--- config.mk ---
export PLATFORM = sky130hd
export DESIGN_NAME = pic_fetch_unit_flat
export DESIGN_NICKNAME = d
export VERILOG_FILES = /design/src/rtl/pic_fetch_unit_pkg.sv /design/src/rtl/pic_fetch_unit_if.sv /design/src/rtl/pic_fetch_unit_hw_stack.sv /design/src/rtl/pic_fetch_unit.sv /design/src/flat_wrapper.sv
export SDC_FILE = /design/constraint.sdc
export NUM_CORES = 1
export LEC_CHECK = 0
export CAP_MARGIN = 10
export CORE_MARGIN = 1.5
export CORE_UTILIZATION = 50
export DETAILED_ROUTE_END_ITERATION = 10
export GPL_ROUTABILITY_DRIVEN = 0
export PLACE_DENSITY = 0.73
export RECOVER_POWER = 25
export SYNTH_ARGS = -nofsm -noshare
export SYNTH_HDL_FRONTEND = slang
export SYNTH_SLANG_ARGS = --single-unit
export TNS_END_PERCENT = 30
--- constraint.sdc ---
create_clock -name clk -period 2.7 [get_ports clk]
set_input_delay 0.81 -clock clk [delete_from_list [all_inputs] [get_ports clk]]
set_output_delay 0.81 -clock clk [all_outputs]
set_load 0.02 [all_outputs]
--- src/rtl/pic_fetch_unit_pkg.sv ---
// -----------------------------------------------------------------------------
// pic_fetch_unit_pkg
// Shared definitions for the PIC instruction fetch stage: PC operation
// encodings driven by execute, Q-phase names, the NOP word and the reset and
// interrupt vectors, plus a helper that says which PC operations discard the
// prefetched word.
// -----------------------------------------------------------------------------
package pic_fetch_unit_pkg;

  typedef enum logic [2:0] {
    PC_OP_INC    = 3'd0,
    PC_OP_GOTO   = 3'd1,
    PC_OP_CALL   = 3'd2,
    PC_OP_RETURN = 3'd3,
    PC_OP_PCLWR  = 3'd4,
    PC_OP_SKIP   = 3'd5,
    PC_OP_INT    = 3'd6,
    PC_OP_RSVD   = 3'd7
  } pc_op_e;

  typedef enum logic [1:0] {
    Q1 = 2'd0,
    Q2 = 2'd1,
    Q3 = 2'd2,
    Q4 = 2'd3
  } q_phase_e;

  localparam logic [13:0] NOP_INSTR    = 14'h0000;
  localparam logic [12:0] RESET_VECTOR = 13'h0000;
  localparam logic [12:0] INT_VECTOR   = 13'h0004;

  // Every operation except a plain increment (and the reserved code, which
  // behaves as one) invalidates the word prefetched during this cycle.
  function automatic logic op_flushes(input pc_op_e op);
    return !((op == PC_OP_INC) || (op == PC_OP_RSVD));
  endfunction

endpackage

--- src/rtl/pic_fetch_unit_if.sv ---
// -----------------------------------------------------------------------------
// pic_fetch_unit_if
// Program-memory bus between the fetch unit (master) and a synchronous
// program memory with one clock of read latency (slave).
//   pm_rd_en  master->slave  read strobe
//   pm_addr   master->slave  word address
//   pm_instr  slave->master  read data, valid the clock after pm_rd_en
// -----------------------------------------------------------------------------
interface pic_fetch_unit_if #(
  parameter int ADDR_WIDTH  = 13,
  parameter int INSTR_WIDTH = 14
);

  logic                   pm_rd_en;
  logic [ADDR_WIDTH-1:0]  pm_addr;
  logic [INSTR_WIDTH-1:0] pm_instr;

  modport master (output pm_rd_en, output pm_addr, input pm_instr);
  modport slave  (input pm_rd_en, input pm_addr, output pm_instr);

endinterface

--- src/rtl/pic_fetch_unit_hw_stack.sv ---
// -----------------------------------------------------------------------------
// pic_fetch_unit_hw_stack
// Circular hardware return stack without overflow/underflow flags. A push
// writes entry[sp] then increments sp; a pop decrements sp. The pointer wraps,
// so a ninth push overwrites the oldest entry and a pop on an empty stack
// returns whatever the wrapped pointer addresses. Reset clears sp only.
//   clk, rst_n   clock, asynchronous active-low reset
//   push, pop    one-cycle strobes (never both at once)
//   push_data    return address to save
//   top          entry[sp-1], the address a pop returns
// -----------------------------------------------------------------------------
module pic_fetch_unit_hw_stack #(
  parameter int ADDR_WIDTH  = 13,
  parameter int STACK_DEPTH = 8
) (
  input  logic                  clk,
  input  logic                  rst_n,
  input  logic                  push,
  input  logic                  pop,
  input  logic [ADDR_WIDTH-1:0] push_data,
  output logic [ADDR_WIDTH-1:0] top
);

  localparam int SP_W = $clog2(STACK_DEPTH);
  localparam logic [SP_W-1:0] SP_ONE = SP_W'(1);

  logic [SP_W-1:0]       sp;
  logic [SP_W-1:0]       sp_dec;
  logic [ADDR_WIDTH-1:0] entry [STACK_DEPTH];

  // Depth is a power of two, so natural pointer overflow gives the wrap.
  assign sp_dec = sp - SP_ONE;
  assign top    = entry[sp_dec];

  always_ff @(posedge clk or negedge rst_n) begin
    if (!rst_n) begin
      sp <= '0;
    end else if (push) begin
      sp <= sp + SP_ONE;
    end else if (pop) begin
      sp <= sp_dec;
    end
  end

  // Contents are deliberately left unreset.
  always_ff @(posedge clk) begin
    if (push) begin
      entry[sp] <= push_data;
    end
  end

endmodule

--- src/rtl/pic_fetch_unit.sv ---
// -----------------------------------------------------------------------------
// pic_fetch_unit
// Two-stage PIC fetch: owns the Q1..Q4 sequencer, PC, instruction register and
// return stack. The word at PC is read in Q1, captured at the end of Q2 and
// moved into IR at the end of Q4, while the PC update chosen by execute is
// applied on that same edge. Redirects replace the prefetched word by a NOP.
//   clk, rst_n  clock, asynchronous active-low reset
//   stall       freezes every register; suppresses the memory read
//   pc_op       PC operation, sampled only at the Q4 edge
//   jmp_k       GOTO/CALL literal
//   pclath      PCLATH value (upper address bits)
//   pcl_wdata   new PCL value for a PCL write
//   pm          program-memory bus (master side)
//   ir          instruction register to decode
//   q_phase     0..3 = Q1..Q4
//   cycle_end   high during Q4
//   pc          prefetch address (executing address + 1)
// -----------------------------------------------------------------------------
module pic_fetch_unit
  import pic_fetch_unit_pkg::*;
#(
  parameter int ADDR_WIDTH  = 13,
  parameter int INSTR_WIDTH = 14,
  parameter int STACK_DEPTH = 8
) (
  input  logic                   clk,
  input  logic                   rst_n,
  input  logic                   stall,
  input  logic [2:0]             pc_op,
  input  logic [10:0]            jmp_k,
  input  logic [4:0]             pclath,
  input  logic [7:0]             pcl_wdata,
  pic_fetch_unit_if.master       pm,
  output logic [INSTR_WIDTH-1:0] ir,
  output logic [1:0]             q_phase,
  output logic                   cycle_end,
  output logic [ADDR_WIDTH-1:0]  pc
);

  localparam logic [ADDR_WIDTH-1:0] PC_ONE = ADDR_WIDTH'(1);

  q_phase_e               q_reg;
  logic [ADDR_WIDTH-1:0]  pc_reg;
  logic [INSTR_WIDTH-1:0] ir_reg;
  logic [INSTR_WIDTH-1:0] fetch_buf_reg;

  pc_op_e                 op;
  logic                   commit;
  logic                   push;
  logic                   pop;
  logic [ADDR_WIDTH-1:0]  stack_top;
  logic [ADDR_WIDTH-1:0]  pc_next;

  assign op     = pc_op_e'(pc_op);
  // The Q4 edge only counts when it actually advances the sequencer.
  assign commit = (q_reg == Q4) && !stall;
  assign push   = commit && ((op == PC_OP_CALL) || (op == PC_OP_INT));
  assign pop    = commit && (op == PC_OP_RETURN);

  always_comb begin
    pc_next = pc_reg + PC_ONE;
    case (op)
      PC_OP_GOTO,
      PC_OP_CALL:   pc_next = ADDR_WIDTH'({pclath[4:3], jmp_k});
      PC_OP_RETURN: pc_next = stack_top;
      PC_OP_PCLWR:  pc_next = ADDR_WIDTH'({pclath, pcl_wdata});
      PC_OP_INT:    pc_next = ADDR_WIDTH'(INT_VECTOR);
      default:      ;
    endcase
  end

  pic_fetch_unit_hw_stack #(
    .ADDR_WIDTH  (ADDR_WIDTH),
    .STACK_DEPTH (STACK_DEPTH)
  ) u_stack (
    .clk       (clk),
    .rst_n     (rst_n),
    .push      (push),
    .pop       (pop),
    .push_data (pc_reg),
    .top       (stack_top)
  );

  always_ff @(posedge clk or negedge rst_n) begin
    if (!rst_n) begin
      q_reg         <= Q1;
      pc_reg        <= ADDR_WIDTH'(RESET_VECTOR);
      ir_reg        <= INSTR_WIDTH'(NOP_INSTR);
      fetch_buf_reg <= INSTR_WIDTH'(NOP_INSTR);
    end else if (!stall) begin
      q_reg <= q_phase_e'(q_reg + 2'd1);
      if (q_reg == Q2) begin
        fetch_buf_reg <= pm.pm_instr;
      end
      if (q_reg == Q4) begin
        ir_reg <= op_flushes(op) ? INSTR_WIDTH'(NOP_INSTR) : fetch_buf_reg;
        pc_reg <= pc_next;
      end
    end
  end

  // Read strobe is gated by reset so nothing is fetched while held in reset.
  assign pm.pm_rd_en = rst_n && (q_reg == Q1) && !stall;
  assign pm.pm_addr  = pc_reg;

  assign ir        = ir_reg;
  assign q_phase   = q_reg;
  assign cycle_end = (q_reg == Q4);
  assign pc        = pc_reg;

endmodule

--- src/flat_wrapper.sv ---
// flat-port wrapper written by rule: the top's interface ports become plain ports
module pic_fetch_unit_flat import pic_fetch_unit_pkg::*;
#(
  parameter int ADDR_WIDTH  = 13,
  parameter int INSTR_WIDTH = 14,
  parameter int STACK_DEPTH = 8
)
  (clk, rst_n, stall, pc_op, jmp_k, pclath, pcl_wdata, ir, q_phase, cycle_end, pc, pm_pm_rd_en, pm_pm_addr, pm_pm_instr);
  pic_fetch_unit_if #(.ADDR_WIDTH(ADDR_WIDTH), .INSTR_WIDTH(INSTR_WIDTH)) pm_i ();
  input  logic clk;
  input  logic rst_n;
  input  logic stall;
  input  logic [2:0] pc_op;
  input  logic [10:0] jmp_k;
  input  logic [4:0] pclath;
  input  logic [7:0] pcl_wdata;
  output logic [INSTR_WIDTH-1:0] ir;
  output logic [1:0] q_phase;
  output logic cycle_end;
  output logic [ADDR_WIDTH-1:0] pc;
  output wire logic [$bits(pm_i.pm_rd_en)-1:0] pm_pm_rd_en;
  output wire logic [$bits(pm_i.pm_addr)-1:0] pm_pm_addr;
  input wire logic [$bits(pm_i.pm_instr)-1:0] pm_pm_instr;
  assign pm_pm_rd_en = pm_i.pm_rd_en;
  assign pm_pm_addr = pm_i.pm_addr;
  assign pm_i.pm_instr = pm_pm_instr;
  pic_fetch_unit #(.ADDR_WIDTH(ADDR_WIDTH), .INSTR_WIDTH(INSTR_WIDTH), .STACK_DEPTH(STACK_DEPTH)) u_core (.clk(clk), .rst_n(rst_n), .stall(stall), .pc_op(pc_op), .jmp_k(jmp_k), .pclath(pclath), .pcl_wdata(pcl_wdata), .pm(pm_i), .ir(ir), .q_phase(q_phase), .cycle_end(cycle_end), .pc(pc));
endmodule
==> reports/metrics.yaml <==
yosys:
  syn_avg_cell_area_um2: 14.9
  synth-seq-cells: 150
  synth_edf_count: 104
  synth_top_area_share: 0.473
  synth_warnings: 0
  seq_area_frac_synth: 0.647
  synth.distinct_cells: 52
  synth_cells: 442
  synth_area_leaders: "edfxtp_1 (47%), dfrtp_1 (17%), mux4_2 (4.4%)"
  synth_top_area_cell: "edfxtp_1"
  syn_area_um2: 6600
  synth-main-ff-cell: "edfxtp_1"
  synthArstFlopShare: 0.307
  syn_nets: 492
route:
  route.detailed.drc: 0
  num_vias: 4344
  drt-total-wl_um: 16200
  post_drt_wl_per_cell_um: 21.6
  antenna_left: 0
  drt-pass1-iter-count: 5
  first_iter_violations: 420
  vias_per_cell: 5.78
final_layout:
  flow.area_growth_from_synthesis_pct: 28.1
  drive_gt1_frac: 0.195
  largest_register_ffs: 104
  num_antenna_cells: 0
  postLayoutCellArea_um2: 8460
  layout.nets: 616
  fin_util: 0.662
floorplan:
  io_pins: 88
  dieHeight_um: 118
  floorplan.die_area_um2: 13900
  initial_core_util: 0.517
  die_w_um: 118
  core_um2: 12800
  placementRows: 41
power:
  peakVddDrop_v: 0.000902
  finalPower_mw: 9.45
  power_density_nw_per_um2: 1120
  power.leakage_nw: 3.16
worst_setup_path:
  start_kind: "flop"
  worstPathArrival_ns: 1.79
  timing.rr.start: "u_core.u_stack.sp[1]$_DFFE_PN0P_"
  r2r_end: "u_core.pc[8]$_DFFE_PN0P_"
  cp_cell_sequence: "clkdlybuf4s50_1"
  ff2ff_path_depth: 7
  max_stage_delay_ns: 0.72
  critPathMaxFanout: 13
  cp_slowest_cell: "clkdlybuf4s50_1"
  endpoint_kind: "output pin"
  rrSetupSlack_ns: 0.17
  worstPathRequired_ns: 1.89
  crit_family: "buffers and inverters"
  critPathKind: "reg -> out"
  crit_buf_inv: 1
sta:
  clock.fmax_mhz: 385
  timing.slew.headroom: 0.573
  worst_pin_slew_ns: 0.641
  fin_skew_ns: 0.00639
  drv_slew: 0
  setup_viol: 0
  post-route-period-util: 0.962
  finalHoldViolations: 0
  rsz0062_at_grt: "false"
  min_period_ns: 2.60
grt:
  grt_util_all_layers: 0.246
  grt_pass1_vias: 4449
  grt_pass1_wl_um: 25400
  grt_max_degree: 47
  antenna_found_initial: 0
  overflow: 0
run_status:
  status: "finished clean"
clock_network:
  clock_sinks: 150
  postCtsSetupRepairBufs: 0
  clk_latency_ns: 0.42
  postCtsHoldBufs: 0
  cts_buffers: 17
  cts_tree: "done"
  clkSlewWorstSetupHoldPaths_ns: 0.06
  h-tree-depth: 4
  cts_resized: 1
  clock_path_buffers: 2
  clock-root-buffer: "clkbuf_16"
job:
  max_cap_viol_count: 0
place:
  port_buffers: 87
  post-dp-hpwl_um: 11400
  placed_area_um2: 7900
min_path:
  hold_path_depth: 1
  worstHoldEndpoint: "u_core.ir[13]$_DFFE_PN0P_"
  hold_start: "u_core.fetch_buf_reg[13]$_DFFE_PN0P_"
  min_path_type: "reg -> reg"
==> synthesized netlist by cell type, types with 13 or more instances <==
cell type / n
mux4_2: 13
a21oi_1: 21
clkbuf_1: 15
a22o_1: 16
mux2i_1: 19
edfxtp_1: 104
o21ai_0: 15
buf_4: 13
inv_1: 13
nand2_1: 25
nor2_1: 22
mux2_2: 16
dfrtp_1: 46
==> where the power goes <==
part           leakage (nW)  switching (mW)  internal, mW  total (mW)
registers              1.50           0.407          3.06        3.47
clock network         0.297           0.866          1.40        2.27
logic                  1.37            1.97          1.74        3.71
==> layout by cell type (no fill, tap or decap), types with 3 or more instances in the layout <==
| cell | n |
|---|---|
| a211oi_1 | 4 |
| a21oi_1 | 21 |
| a221oi_1 | 3 |
| a22o_1 | 16 |
| a22oi_1 | 3 |
| a31oi_1 | 3 |
| buf_12 | 3 |
| buf_4 | 43 |
| clkbuf_1 | 10 |
| clkbuf_16 | 19 |
| clkbuf_8 | 5 |
| clkdlybuf4s50_1 | 85 |
| clkinv_2 | 4 |
| dfrtp_1 | 46 |
| edfxtp_1 | 104 |
| ha_1 | 6 |
| inv_1 | 13 |
| maj3_1 | 6 |
| mux2_2 | 16 |
| mux2i_1 | 19 |
| mux4_1 | 7 |
| mux4_2 | 13 |
| nand2_1 | 25 |
| nand3_1 | 9 |
| nand4_1 | 3 |
| nor2_1 | 22 |
| nor2b_1 | 3 |
| nor3_1 | 9 |
| o211ai_1 | 3 |
| o21ai_0 | 15 |
| xnor2_1 | 5 |
| xor2_1 | 3 |
==> area by class of cell <==
class | instances | area, um2
repair buffers | 141 | 1280
flip-flops and latches | 150 | 4270
fillers | 892 | 4320
well taps | 172 | 215
clock buffers | 26 | 552
inverters | 14 | 52.6
multi-input cells | 242 | 2050
clock inverters | 6 | 32.5
==> cells by family (layout without fill, tap and decap cells) <==
| logic type | count (synthesis) | count (layout) | synth area share |
|---|---|---|---|
| adder cells (fa/ha/maj) | 12 | 12 | 0.0205 |
| XOR/XNOR | 9 | 9 | 0.0148 |
| multiplexers | 55 | 55 | 0.128 |
| AO/OA/AOI/OAI | 84 | 84 | 0.0887 |
| flip-flops | 150 | 150 | 0.647 |
| AND/OR/NAND/NOR | 82 | 82 | 0.0570 |
| buffers and inverters | 50 | 187 | 0.0434 |
==> routing by layer <==
layer	part of all wire	vias to the layer above	GRT usage
met3	0.076	34	0.0644
met4	0.024	0	0.0831
li1	-	1940	-
met1	0.41	2171	0.334
met2	0.49	199	0.389
met5	0	-	0
==> through the flow <==
stage	setup TNS (ns)	std cells	hold slack, ns	setup slack [ns]
finish	0	751	0.489	0.102
detailed placement	-3.52	719	0.477	-0.122
global placement	-1.79	719	0.471	-0.0909
floorplan	-2.21	442	0.462	-0.168
global route	0	751	0.511	0.0119
CTS	0	751	0.491	0.0734
==> how the worst max path moves through the flow <==
stage	start	end	slack [ns]	cells past startpoint
final	u_core.pc[5]$_DFFE_PN0P_	pc[5]	0.10	1
after global placement	stall	u_core.u_stack.entry[4][9]$_DFFE_PP_	-0.09	8
after global routing	u_core.pc[5]$_DFFE_PN0P_	pm_pm_addr[5]	0.01	1
after detailed placement	stall	u_core.u_stack.entry[6][12]$_DFFE_PP_	-0.12	8
after CTS	u_core.pc[7]$_DFFE_PN0P_	pm_pm_addr[7]	0.07	1
after floorplan	u_core.q_phase[0]$_DFFE_PN0N_	u_core.u_stack.entry[0][0]$_DFFE_PP_	-0.17	6
Power figures use the tool's default switching activity.
